### src/rtl/ex_pkg.sv
// Shared types and constants for the multi-cycle execute stage: ALU functions,
// ALU-op and funct encodings, multiplier FSM states and the ALU decode helper.
package ex_pkg;

  typedef enum logic [2:0] {
    ALU_ADD,
    ALU_SUB,
    ALU_AND,
    ALU_OR,
    ALU_SLT,
    ALU_PASS_HI,
    ALU_PASS_LO,
    ALU_MUL
  } alu_fn_e;

  typedef enum logic [1:0] {
    IDLE,
    BUSY,
    DONE
  } mul_state_e;

  localparam logic [1:0] ALUOP_ADD   = 2'b00;
  localparam logic [1:0] ALUOP_SUB   = 2'b01;
  localparam logic [1:0] ALUOP_FUNCT = 2'b10;
  localparam logic [1:0] ALUOP_OR    = 2'b11;

  localparam logic [5:0] FN_ADD   = 6'h20;
  localparam logic [5:0] FN_SUB   = 6'h22;
  localparam logic [5:0] FN_AND   = 6'h24;
  localparam logic [5:0] FN_OR    = 6'h25;
  localparam logic [5:0] FN_SLT   = 6'h2A;
  localparam logic [5:0] FN_MULTU = 6'h19;
  localparam logic [5:0] FN_MFHI  = 6'h10;
  localparam logic [5:0] FN_MFLO  = 6'h12;

  // Unknown funct codes fall back to add.
  function automatic alu_fn_e decode_alu(input logic [1:0] alu_op, input logic [5:0] funct);
    alu_fn_e fn;
    fn = ALU_ADD;
    case (alu_op)
      ALUOP_ADD: fn = ALU_ADD;
      ALUOP_SUB: fn = ALU_SUB;
      ALUOP_OR:  fn = ALU_OR;
      default: begin
        case (funct)
          FN_ADD:   fn = ALU_ADD;
          FN_SUB:   fn = ALU_SUB;
          FN_AND:   fn = ALU_AND;
          FN_OR:    fn = ALU_OR;
          FN_SLT:   fn = ALU_SLT;
          FN_MULTU: fn = ALU_MUL;
          FN_MFHI:  fn = ALU_PASS_HI;
          FN_MFLO:  fn = ALU_PASS_LO;
          default:  fn = ALU_ADD;
        endcase
      end
    endcase
    return fn;
  endfunction

endpackage

### src/rtl/ex_stage_mc_if.sv
// ID/EX-to-EX/MEM bundle for ex_stage_mc: issue handshake, operands, forwarding
// taps and the registered EX/MEM outputs.
interface ex_stage_mc_if #(
  parameter int unsigned DATA_W = 32,
  parameter int unsigned REG_W  = 5
);
  logic              in_valid;
  logic              ex_ready;
  logic              mem_stall;
  logic [1:0]        ctlwb_in;
  logic [2:0]        ctlm_in;
  logic [1:0]        alu_op;
  logic              reg_dst;
  logic              alu_src;
  logic [REG_W-1:0]  rs_idx;
  logic [REG_W-1:0]  rt_idx;
  logic [REG_W-1:0]  rd_idx;
  logic [DATA_W-1:0] rs_data;
  logic [DATA_W-1:0] rt_data;
  logic [DATA_W-1:0] imm;
  logic [DATA_W-1:0] npc;
  logic              fwd_mem_we;
  logic [REG_W-1:0]  fwd_mem_idx;
  logic [DATA_W-1:0] fwd_mem_data;
  logic              fwd_wb_we;
  logic [REG_W-1:0]  fwd_wb_idx;
  logic [DATA_W-1:0] fwd_wb_data;
  logic              out_valid;
  logic [1:0]        wb_ctlout;
  logic [2:0]        m_ctlout;
  logic [DATA_W-1:0] add_result;
  logic [DATA_W-1:0] alu_result;
  logic [DATA_W-1:0] rdata2out;
  logic              zero;
  logic [REG_W-1:0]  dest_idx;
  logic              mul_busy;

  modport master (
    output in_valid, mem_stall, ctlwb_in, ctlm_in, alu_op, reg_dst, alu_src,
           rs_idx, rt_idx, rd_idx, rs_data, rt_data, imm, npc,
           fwd_mem_we, fwd_mem_idx, fwd_mem_data, fwd_wb_we, fwd_wb_idx, fwd_wb_data,
    input  ex_ready, out_valid, wb_ctlout, m_ctlout, add_result, alu_result,
           rdata2out, zero, dest_idx, mul_busy
  );

  modport slave (
    input  in_valid, mem_stall, ctlwb_in, ctlm_in, alu_op, reg_dst, alu_src,
           rs_idx, rt_idx, rd_idx, rs_data, rt_data, imm, npc,
           fwd_mem_we, fwd_mem_idx, fwd_mem_data, fwd_wb_we, fwd_wb_idx, fwd_wb_data,
    output ex_ready, out_valid, wb_ctlout, m_ctlout, add_result, alu_result,
           rdata2out, zero, dest_idx, mul_busy
  );
endinterface

### src/rtl/ex_mul_seq.sv
// Iterative shift-add unsigned multiplier with its IDLE/BUSY/DONE FSM and the
// HI/LO result registers; one multiplier bit is retired per BUSY cycle.
module ex_mul_seq
  import ex_pkg::*;
#(
  parameter int unsigned DATA_W     = 32,
  parameter int unsigned MUL_CYCLES = DATA_W
) (
  input  logic              clk,
  input  logic              reset,
  input  logic              start,
  input  logic [DATA_W-1:0] a,
  input  logic [DATA_W-1:0] b,
  output logic              busy,
  output logic [DATA_W-1:0] hi,
  output logic [DATA_W-1:0] lo
);
  localparam int unsigned PROD_W = 2 * DATA_W;
  localparam int unsigned CNT_W  = $clog2(MUL_CYCLES + 1);

  mul_state_e        state_q, state_d;
  logic [CNT_W-1:0]  cnt_q;
  logic [PROD_W-1:0] mcand_q;
  logic [PROD_W-1:0] acc_q;
  logic [DATA_W-1:0] mplier_q;
  logic [DATA_W-1:0] hi_q, lo_q;

  always_ff @(posedge clk) begin
    if (reset) state_q <= IDLE;
    else       state_q <= state_d;
  end

  always_comb begin
    state_d = state_q;
    case (state_q)
      IDLE:    if (start) state_d = BUSY;
      BUSY:    if (cnt_q == CNT_W'(MUL_CYCLES - 1)) state_d = DONE;
      DONE:    state_d = IDLE;
      default: state_d = IDLE;
    endcase
  end

  // Datapath: a reset mid-multiply discards the partial product along with HI/LO.
  always_ff @(posedge clk) begin
    if (reset) begin
      cnt_q    <= '0;
      mcand_q  <= '0;
      acc_q    <= '0;
      mplier_q <= '0;
      hi_q     <= '0;
      lo_q     <= '0;
    end else begin
      case (state_q)
        IDLE: begin
          if (start) begin
            mcand_q  <= PROD_W'(a);
            mplier_q <= b;
            acc_q    <= '0;
            cnt_q    <= '0;
          end
        end
        BUSY: begin
          if (mplier_q[0]) acc_q <= acc_q + mcand_q;
          mcand_q  <= mcand_q << 1;
          mplier_q <= mplier_q >> 1;
          cnt_q    <= cnt_q + CNT_W'(1);
        end
        DONE: {hi_q, lo_q} <= acc_q;
        default: ;
      endcase
    end
  end

  assign busy = (state_q != IDLE);
  assign hi   = hi_q;
  assign lo   = lo_q;

endmodule

### src/rtl/ex_stage_mc.sv
// Multi-cycle execute stage: ALU, branch-target adder, iterative multiplier and
// EX/MEM register with stall handshake. Operand forwarding under EX_STAGE_FWD_EN.
module ex_stage_mc
  import ex_pkg::*;
#(
  parameter int unsigned DATA_W     = 32,
  parameter int unsigned REG_W      = 5,
  parameter int unsigned MUL_CYCLES = DATA_W
) (
  input logic         clk,
  input logic         reset,
  ex_stage_mc_if.slave bus
);
  logic [DATA_W-1:0] rs_val, rt_val, op_b, alu_res, hi, lo;
  logic              mul_busy_int, accept, is_mul, load;
  alu_fn_e           alu_fn;

  logic              valid_q;
  logic [1:0]        wb_q;
  logic [2:0]        m_q;
  logic [DATA_W-1:0] add_q, alu_q, rd2_q;
  logic              zero_q;
  logic [REG_W-1:0]  dest_q;

`ifdef EX_STAGE_FWD_EN
  // MEM beats WB beats register file; register 0 never forwards.
  always_comb begin
    rs_val = bus.rs_data;
    if (bus.fwd_mem_we && bus.fwd_mem_idx == bus.rs_idx && bus.rs_idx != '0)
      rs_val = bus.fwd_mem_data;
    else if (bus.fwd_wb_we && bus.fwd_wb_idx == bus.rs_idx && bus.rs_idx != '0)
      rs_val = bus.fwd_wb_data;
  end

  always_comb begin
    rt_val = bus.rt_data;
    if (bus.fwd_mem_we && bus.fwd_mem_idx == bus.rt_idx && bus.rt_idx != '0)
      rt_val = bus.fwd_mem_data;
    else if (bus.fwd_wb_we && bus.fwd_wb_idx == bus.rt_idx && bus.rt_idx != '0)
      rt_val = bus.fwd_wb_data;
  end
`else
  logic unused_fwd;
  assign rs_val     = bus.rs_data;
  assign rt_val     = bus.rt_data;
  assign unused_fwd = ^{bus.fwd_mem_we, bus.fwd_mem_idx, bus.fwd_mem_data,
                        bus.fwd_wb_we, bus.fwd_wb_idx, bus.fwd_wb_data, bus.rs_idx};
`endif

  assign op_b   = bus.alu_src ? bus.imm : rt_val;
  assign alu_fn = decode_alu(bus.alu_op, bus.imm[5:0]);
  assign is_mul = (alu_fn == ALU_MUL);

  assign bus.ex_ready = !bus.mem_stall && !mul_busy_int;
  assign accept       = bus.in_valid && bus.ex_ready;
  assign load         = accept && !is_mul;

  always_comb begin
    alu_res = rs_val + op_b;
    case (alu_fn)
      ALU_ADD:     alu_res = rs_val + op_b;
      ALU_SUB:     alu_res = rs_val - op_b;
      ALU_AND:     alu_res = rs_val & op_b;
      ALU_OR:      alu_res = rs_val | op_b;
      ALU_SLT:     alu_res = DATA_W'($signed(rs_val) < $signed(op_b));
      ALU_PASS_HI: alu_res = hi;
      ALU_PASS_LO: alu_res = lo;
      default:     alu_res = rs_val + op_b;
    endcase
  end

  ex_mul_seq #(
    .DATA_W    (DATA_W),
    .MUL_CYCLES(MUL_CYCLES)
  ) u_mul (
    .clk  (clk),
    .reset(reset),
    .start(accept && is_mul),
    .a    (rs_val),
    .b    (rt_val),
    .busy (mul_busy_int),
    .hi   (hi),
    .lo   (lo)
  );

  // EX/MEM register: holds under mem_stall, otherwise loads an instruction or a bubble.
  always_ff @(posedge clk) begin
    if (reset) begin
      valid_q <= 1'b0;
      wb_q    <= '0;
      m_q     <= '0;
      add_q   <= '0;
      alu_q   <= '0;
      rd2_q   <= '0;
      zero_q  <= 1'b0;
      dest_q  <= '0;
    end else if (!bus.mem_stall) begin
      valid_q <= load;
      wb_q    <= load ? bus.ctlwb_in : 2'b00;
      m_q     <= load ? bus.ctlm_in : 3'b000;
      add_q   <= bus.npc + (bus.imm << 2);
      alu_q   <= alu_res;
      rd2_q   <= rt_val;
      zero_q  <= (alu_res == '0);
      dest_q  <= bus.reg_dst ? bus.rd_idx : bus.rt_idx;
    end
  end

  assign bus.out_valid  = valid_q;
  assign bus.wb_ctlout  = wb_q;
  assign bus.m_ctlout   = m_q;
  assign bus.add_result = add_q;
  assign bus.alu_result = alu_q;
  assign bus.rdata2out  = rd2_q;
  assign bus.zero       = zero_q;
  assign bus.dest_idx   = dest_q;
  assign bus.mul_busy   = mul_busy_int;

endmodule

### src/flat_wrapper.sv
// flat-port wrapper written by rule: the top's interface ports become plain ports
module ex_stage_mc_flat import ex_pkg::*;
#(
  parameter int unsigned DATA_W     = 32,
  parameter int unsigned REG_W      = 5,
  parameter int unsigned MUL_CYCLES = DATA_W
)
  (clk, reset, bus_in_valid, bus_mem_stall, bus_ctlwb_in, bus_ctlm_in, bus_alu_op, bus_reg_dst, bus_alu_src, bus_rs_idx, bus_rt_idx, bus_rd_idx, bus_rs_data, bus_rt_data, bus_imm, bus_npc, bus_fwd_mem_we, bus_fwd_mem_idx, bus_fwd_mem_data, bus_fwd_wb_we, bus_fwd_wb_idx, bus_fwd_wb_data, bus_ex_ready, bus_out_valid, bus_wb_ctlout, bus_m_ctlout, bus_add_result, bus_alu_result, bus_rdata2out, bus_zero, bus_dest_idx, bus_mul_busy);
  ex_stage_mc_if #(.DATA_W(DATA_W), .REG_W(REG_W)) bus_i ();
  input logic clk;
  input logic reset;
  input wire logic [$bits(bus_i.in_valid)-1:0] bus_in_valid;
  input wire logic [$bits(bus_i.mem_stall)-1:0] bus_mem_stall;
  input wire logic [$bits(bus_i.ctlwb_in)-1:0] bus_ctlwb_in;
  input wire logic [$bits(bus_i.ctlm_in)-1:0] bus_ctlm_in;
  input wire logic [$bits(bus_i.alu_op)-1:0] bus_alu_op;
  input wire logic [$bits(bus_i.reg_dst)-1:0] bus_reg_dst;
  input wire logic [$bits(bus_i.alu_src)-1:0] bus_alu_src;
  input wire logic [$bits(bus_i.rs_idx)-1:0] bus_rs_idx;
  input wire logic [$bits(bus_i.rt_idx)-1:0] bus_rt_idx;
  input wire logic [$bits(bus_i.rd_idx)-1:0] bus_rd_idx;
  input wire logic [$bits(bus_i.rs_data)-1:0] bus_rs_data;
  input wire logic [$bits(bus_i.rt_data)-1:0] bus_rt_data;
  input wire logic [$bits(bus_i.imm)-1:0] bus_imm;
  input wire logic [$bits(bus_i.npc)-1:0] bus_npc;
  input wire logic [$bits(bus_i.fwd_mem_we)-1:0] bus_fwd_mem_we;
  input wire logic [$bits(bus_i.fwd_mem_idx)-1:0] bus_fwd_mem_idx;
  input wire logic [$bits(bus_i.fwd_mem_data)-1:0] bus_fwd_mem_data;
  input wire logic [$bits(bus_i.fwd_wb_we)-1:0] bus_fwd_wb_we;
  input wire logic [$bits(bus_i.fwd_wb_idx)-1:0] bus_fwd_wb_idx;
  input wire logic [$bits(bus_i.fwd_wb_data)-1:0] bus_fwd_wb_data;
  output wire logic [$bits(bus_i.ex_ready)-1:0] bus_ex_ready;
  output wire logic [$bits(bus_i.out_valid)-1:0] bus_out_valid;
  output wire logic [$bits(bus_i.wb_ctlout)-1:0] bus_wb_ctlout;
  output wire logic [$bits(bus_i.m_ctlout)-1:0] bus_m_ctlout;
  output wire logic [$bits(bus_i.add_result)-1:0] bus_add_result;
  output wire logic [$bits(bus_i.alu_result)-1:0] bus_alu_result;
  output wire logic [$bits(bus_i.rdata2out)-1:0] bus_rdata2out;
  output wire logic [$bits(bus_i.zero)-1:0] bus_zero;
  output wire logic [$bits(bus_i.dest_idx)-1:0] bus_dest_idx;
  output wire logic [$bits(bus_i.mul_busy)-1:0] bus_mul_busy;
  assign bus_i.in_valid = bus_in_valid;
  assign bus_i.mem_stall = bus_mem_stall;
  assign bus_i.ctlwb_in = bus_ctlwb_in;
  assign bus_i.ctlm_in = bus_ctlm_in;
  assign bus_i.alu_op = bus_alu_op;
  assign bus_i.reg_dst = bus_reg_dst;
  assign bus_i.alu_src = bus_alu_src;
  assign bus_i.rs_idx = bus_rs_idx;
  assign bus_i.rt_idx = bus_rt_idx;
  assign bus_i.rd_idx = bus_rd_idx;
  assign bus_i.rs_data = bus_rs_data;
  assign bus_i.rt_data = bus_rt_data;
  assign bus_i.imm = bus_imm;
  assign bus_i.npc = bus_npc;
  assign bus_i.fwd_mem_we = bus_fwd_mem_we;
  assign bus_i.fwd_mem_idx = bus_fwd_mem_idx;
  assign bus_i.fwd_mem_data = bus_fwd_mem_data;
  assign bus_i.fwd_wb_we = bus_fwd_wb_we;
  assign bus_i.fwd_wb_idx = bus_fwd_wb_idx;
  assign bus_i.fwd_wb_data = bus_fwd_wb_data;
  assign bus_ex_ready = bus_i.ex_ready;
  assign bus_out_valid = bus_i.out_valid;
  assign bus_wb_ctlout = bus_i.wb_ctlout;
  assign bus_m_ctlout = bus_i.m_ctlout;
  assign bus_add_result = bus_i.add_result;
  assign bus_alu_result = bus_i.alu_result;
  assign bus_rdata2out = bus_i.rdata2out;
  assign bus_zero = bus_i.zero;
  assign bus_dest_idx = bus_i.dest_idx;
  assign bus_mul_busy = bus_i.mul_busy;
  ex_stage_mc #(.DATA_W(DATA_W), .REG_W(REG_W), .MUL_CYCLES(MUL_CYCLES)) u_core (.clk(clk), .reset(reset), .bus(bus_i));
endmodule
### config.mk
export PLATFORM = sky130hd
export DESIGN_NAME = ex_stage_mc_flat
export DESIGN_NICKNAME = d
export VERILOG_FILES = /design/src/rtl/ex_pkg.sv /design/src/rtl/ex_stage_mc_if.sv /design/src/rtl/ex_mul_seq.sv /design/src/rtl/ex_stage_mc.sv /design/src/flat_wrapper.sv
export SDC_FILE = /design/constraint.sdc
export NUM_CORES = 1
export LEC_CHECK = 0
export ABC_AREA = 1
export CAP_MARGIN = 40
export CELL_PAD_IN_SITES_DETAIL_PLACEMENT = 1
export CELL_PAD_IN_SITES_GLOBAL_PLACEMENT = 2
export CORE_MARGIN = 3
export CORE_UTILIZATION = 30
export DETAILED_ROUTE_END_ITERATION = 16
export PLACE_DENSITY = 0.89
export SLEW_MARGIN = 20
export SYNTH_ARGS = -nofsm -noshare
export SYNTH_HDL_FRONTEND = slang
export SYNTH_SLANG_ARGS = --single-unit
### constraint.sdc
create_clock -name clk -period 4.2 [get_ports clk]
set_input_delay 1.05 -clock clk [delete_from_list [all_inputs] [get_ports clk]]
set_output_delay 1.05 -clock clk [all_outputs]
set_load 0.05 [all_outputs]
==> metrics.yaml <==
status:
  status: "finished, final reports clean"
logic_synthesis:
  yosysTopAreaCellShare_pct: 26.69
  synth_area_um2: 25500
  synthTopCellsByArea: "dfxtp_1, nand2_1, ha_1"
  synth_top_cell_by_area: "dfxtp_1"
  synth-seq-cells: 340
  synthesis.nets: 4494
  yosysSeqAreaShare_pct: 26.69
  synth-main-ff-cell: "dfxtp_1"
  synth_area_per_cell_um2: 6.288
  synth_edf_count: 0
  netlist_instances: 4055
  synth_cell_types: 54
  synth_warnings: 0
  synthArstFlopShare_pct: 0
timing:
  drv_slew: 0
  fmax_mhz: 247.2
  worstMarginPinSlew_ns: 0.8956
  slew_headroom_pct: 40.08
  post-route-min-period_ns: 4.046
  setup_violations: 0
  final.period_utilization_pct: 96.33
  hold_viol_final: 0
  clock_skew_ns: 0.02420
cells_and_area:
  fin_nets: 5176
  area_growth_pct: 35.73
  fillers: 10870
  fin_area_um2: 34610
  seq_area_um2: 6807
  drive_above_1_share_pct: 15.26
  multiInputGateArea_um2: 16060
drt:
  vias: 30280
  viasPerCell: 5.126
  wirelength_um: 126400
  ant_nets: 0
  wl_per_cell_um: 21.41
  firstDrtPassIters: 5
  route.detailed.drc: 0
  initialDrtViolationCount: 2232
power:
  power_mw: 10.54
  leakagePower_nw: 16.63
  p_per_area_nw_per_um2: 304.5
  ir_drop_uv: 257.9
worst_setup_path:
  critPathCaptureType: "register"
  reg2reg_slack_ns: 0.69
  criticalPathCategory: "primary input to register"
  crit_required_ns: 4.71
  start_kind: "primary input"
  cp_data_arrival_time_ns: 4.55
  r2r_cells: 15
  crit_fanout: 7
grt:
  grt_pass1_vias: 30220
  grt_pass1_wl_um: 187600
  antenna_found_initial: 5
  grt.total_usage_pct: 27.42
  overflow: 0
  grt_max_degree: 94
clocking:
  cts_tree: "built"
  cts_root_buffer: "clkbuf_16"
  numClockSinks: 340
  clk_pin_slew_ns: 0.07
  holdBufCountCts: 0
  htree_levels: 2
  clk_path_buf_depth: 3
  cts_buffers: 43
  clkLatencyLatePin_ns: 0.59
floorplanning:
  pin_count: 342
  die_y_um: 297.5
  die_area_um2: 88530
  die-width_um: 297.5
  floorplan.initialDensity_pct: 30.37
  coreArea_um2: 83950
  num_rows: 106
placed_design:
  io_buffers: 260
  globalplace.congestion: 0.9770
  dpl.hpwl_um: 104200
  dpl-instance-area_um2: 32910
job:
  cap_violations: 0
hold_path:
  hold_depth: 2
  hold_class: "register to register"
==> layer usage <==
metal / wire (um) / vias to the layer above / global-route usage, %
li1: - / 14660 / -
met1: 59710 / 14750 / 37.99
met2: 56800 / 709 / 44.84
met3: 6411 / 162 / 3.401
met4: 3522 / 0 / 7.259
met5: 0 / - / 0
==> power breakdown <==
group | total (mW) | internal (mW) | switching [mW]
clock | 3.76 | 2.14 | 1.63
combinational | 3.41 | 1.38 | 2.02
sequential | 3.37 | 3.32 | 0.0528
total | 10.5 | 6.84 | 3.70
==> synth_stat cells (all sizes together) (35+ instances only) <==
cell,n
xor2,38
nand4,67
o21ai,369
a21oi,315
dfxtp,340
buf,43
nand2,761
a31oi,59
nor2,658
inv,576
nand3,233
nor3,35
ha,203
clkbuf,106
==> cell usage in the layout, fill, tap and decap left out, types with 13 or more instances in the layout <==
master	instances
ha_1	200
nor3_1	34
nand2_1	735
buf_4	511
clkbuf_16	45
nand2_2	21
clkdlybuf4s50_1	257
a21oi_1	312
xor2_1	38
nand3_1	222
inv_1	559
o211ai_1	32
nor2_1	624
nand4_1	67
xnor2_1	14
o21ai_0	342
o21ai_1	26
o22ai_1	34
buf_12	14
o21a_1	21
o21bai_1	19
nor2_2	22
a31oi_1	59
o221ai_1	32
or2_2	27
inv_2	14
dfxtp_1	340
nand3b_1	13
==> path summary, 6_finish.rpt <==
check | start | endpoint
max | bus_rt_data[25] | u_core.bus.zero
min | u_core.u_mul.lo[2] | u_core.u_mul.lo[2]
max reg2reg | u_core.u_mul.mcand_q[0] | u_core.u_mul.acc_q[52]
min reg2reg | u_core.u_mul.lo[2] | u_core.u_mul.lo[2]
==> cell families after synthesis <==
kind of cell,count (synthesis),share of synthesized area (%)
AOI/OAI and AO/OA,915,20.07
xor gates and xnor gates,52,1.786
adders and majority gates,207,10.28
buffers and inverters,728,11.18
DFF,340,26.69
muxes,5,0.2208
and+or+nand+nor,1808,29.78
==> per-stage QoR <==
step	setup slack, ns	util (%)	std cells	TNS (ns)	hold slack (ns)
after floorplan	0.4005	-	4055	0	0.4240
after global placement	-0.7003	39.20	5816	-7.985	0.4407
after detailed placement	-0.7297	39.20	5816	-8.912	0.4475
after CTS	0.003057	40.87	5895	0	0.4570
after global routing	-0.04596	41.22	5907	-0.04596	0.4813
final	0.1539	41.22	5907	0	0.4542
==> registers in the layout, indices dropped and copies added, names as in the netlist <==
register,cells
u_core.bus.add_result,32
u_core.bus.alu_result,32
u_core.bus.dest_idx,5
u_core.bus.m_ctlout,3
u_core.bus.out_valid,1
u_core.bus.rdata2out,32
u_core.bus.wb_ctlout,2
u_core.bus.zero,1
u_core.u_mul.acc_q,64
u_core.u_mul.cnt_q,6
u_core.u_mul.hi,32
u_core.u_mul.lo,32
u_core.u_mul.mcand_q,64
u_core.u_mul.mplier_q,32
u_core.u_mul.state_q,2
==> what timing repair did <==
action                                  CTS  global route
endpoints found under the hold margin     0             0
endpoints found under the setup margin    1            15
buffers inserted                          0             9
pin swaps                                 0            12
gates resized for setup                   5            60
==> layout make-up <==
cell class,instances,area share [%]
clock buffer,61,3.572
antenna,2,0.01446
inverter,579,6.309
tap,1134,4.100
multi-input combinational,2987,46.42
timing repair buffer,786,19.47
sequential,340,19.67
clock inverter,18,0.4555
==> worst max-delay path, cell delays in order <==
cell and delay (ns):
clkdlybuf4s50_1 0.45, o21ai_0 0.60, ha_1 0.48, inv_1 0.17
nand2_1 0.11, buf_4 0.16, nor2_1 0.14, nand2_1 0.10
nor3_1 0.15, nand2_1 0.10, nand2_1 0.08, nand2_1 0.05
nand3_1 0.06, nand4_1 0.28, nor2_1 0.18, nand3_1 0.09
nor2_1 0.10, nand2_1 0.07, a21oi_2 0.12
No activity file was read; power rests on OpenSTA's default activity.
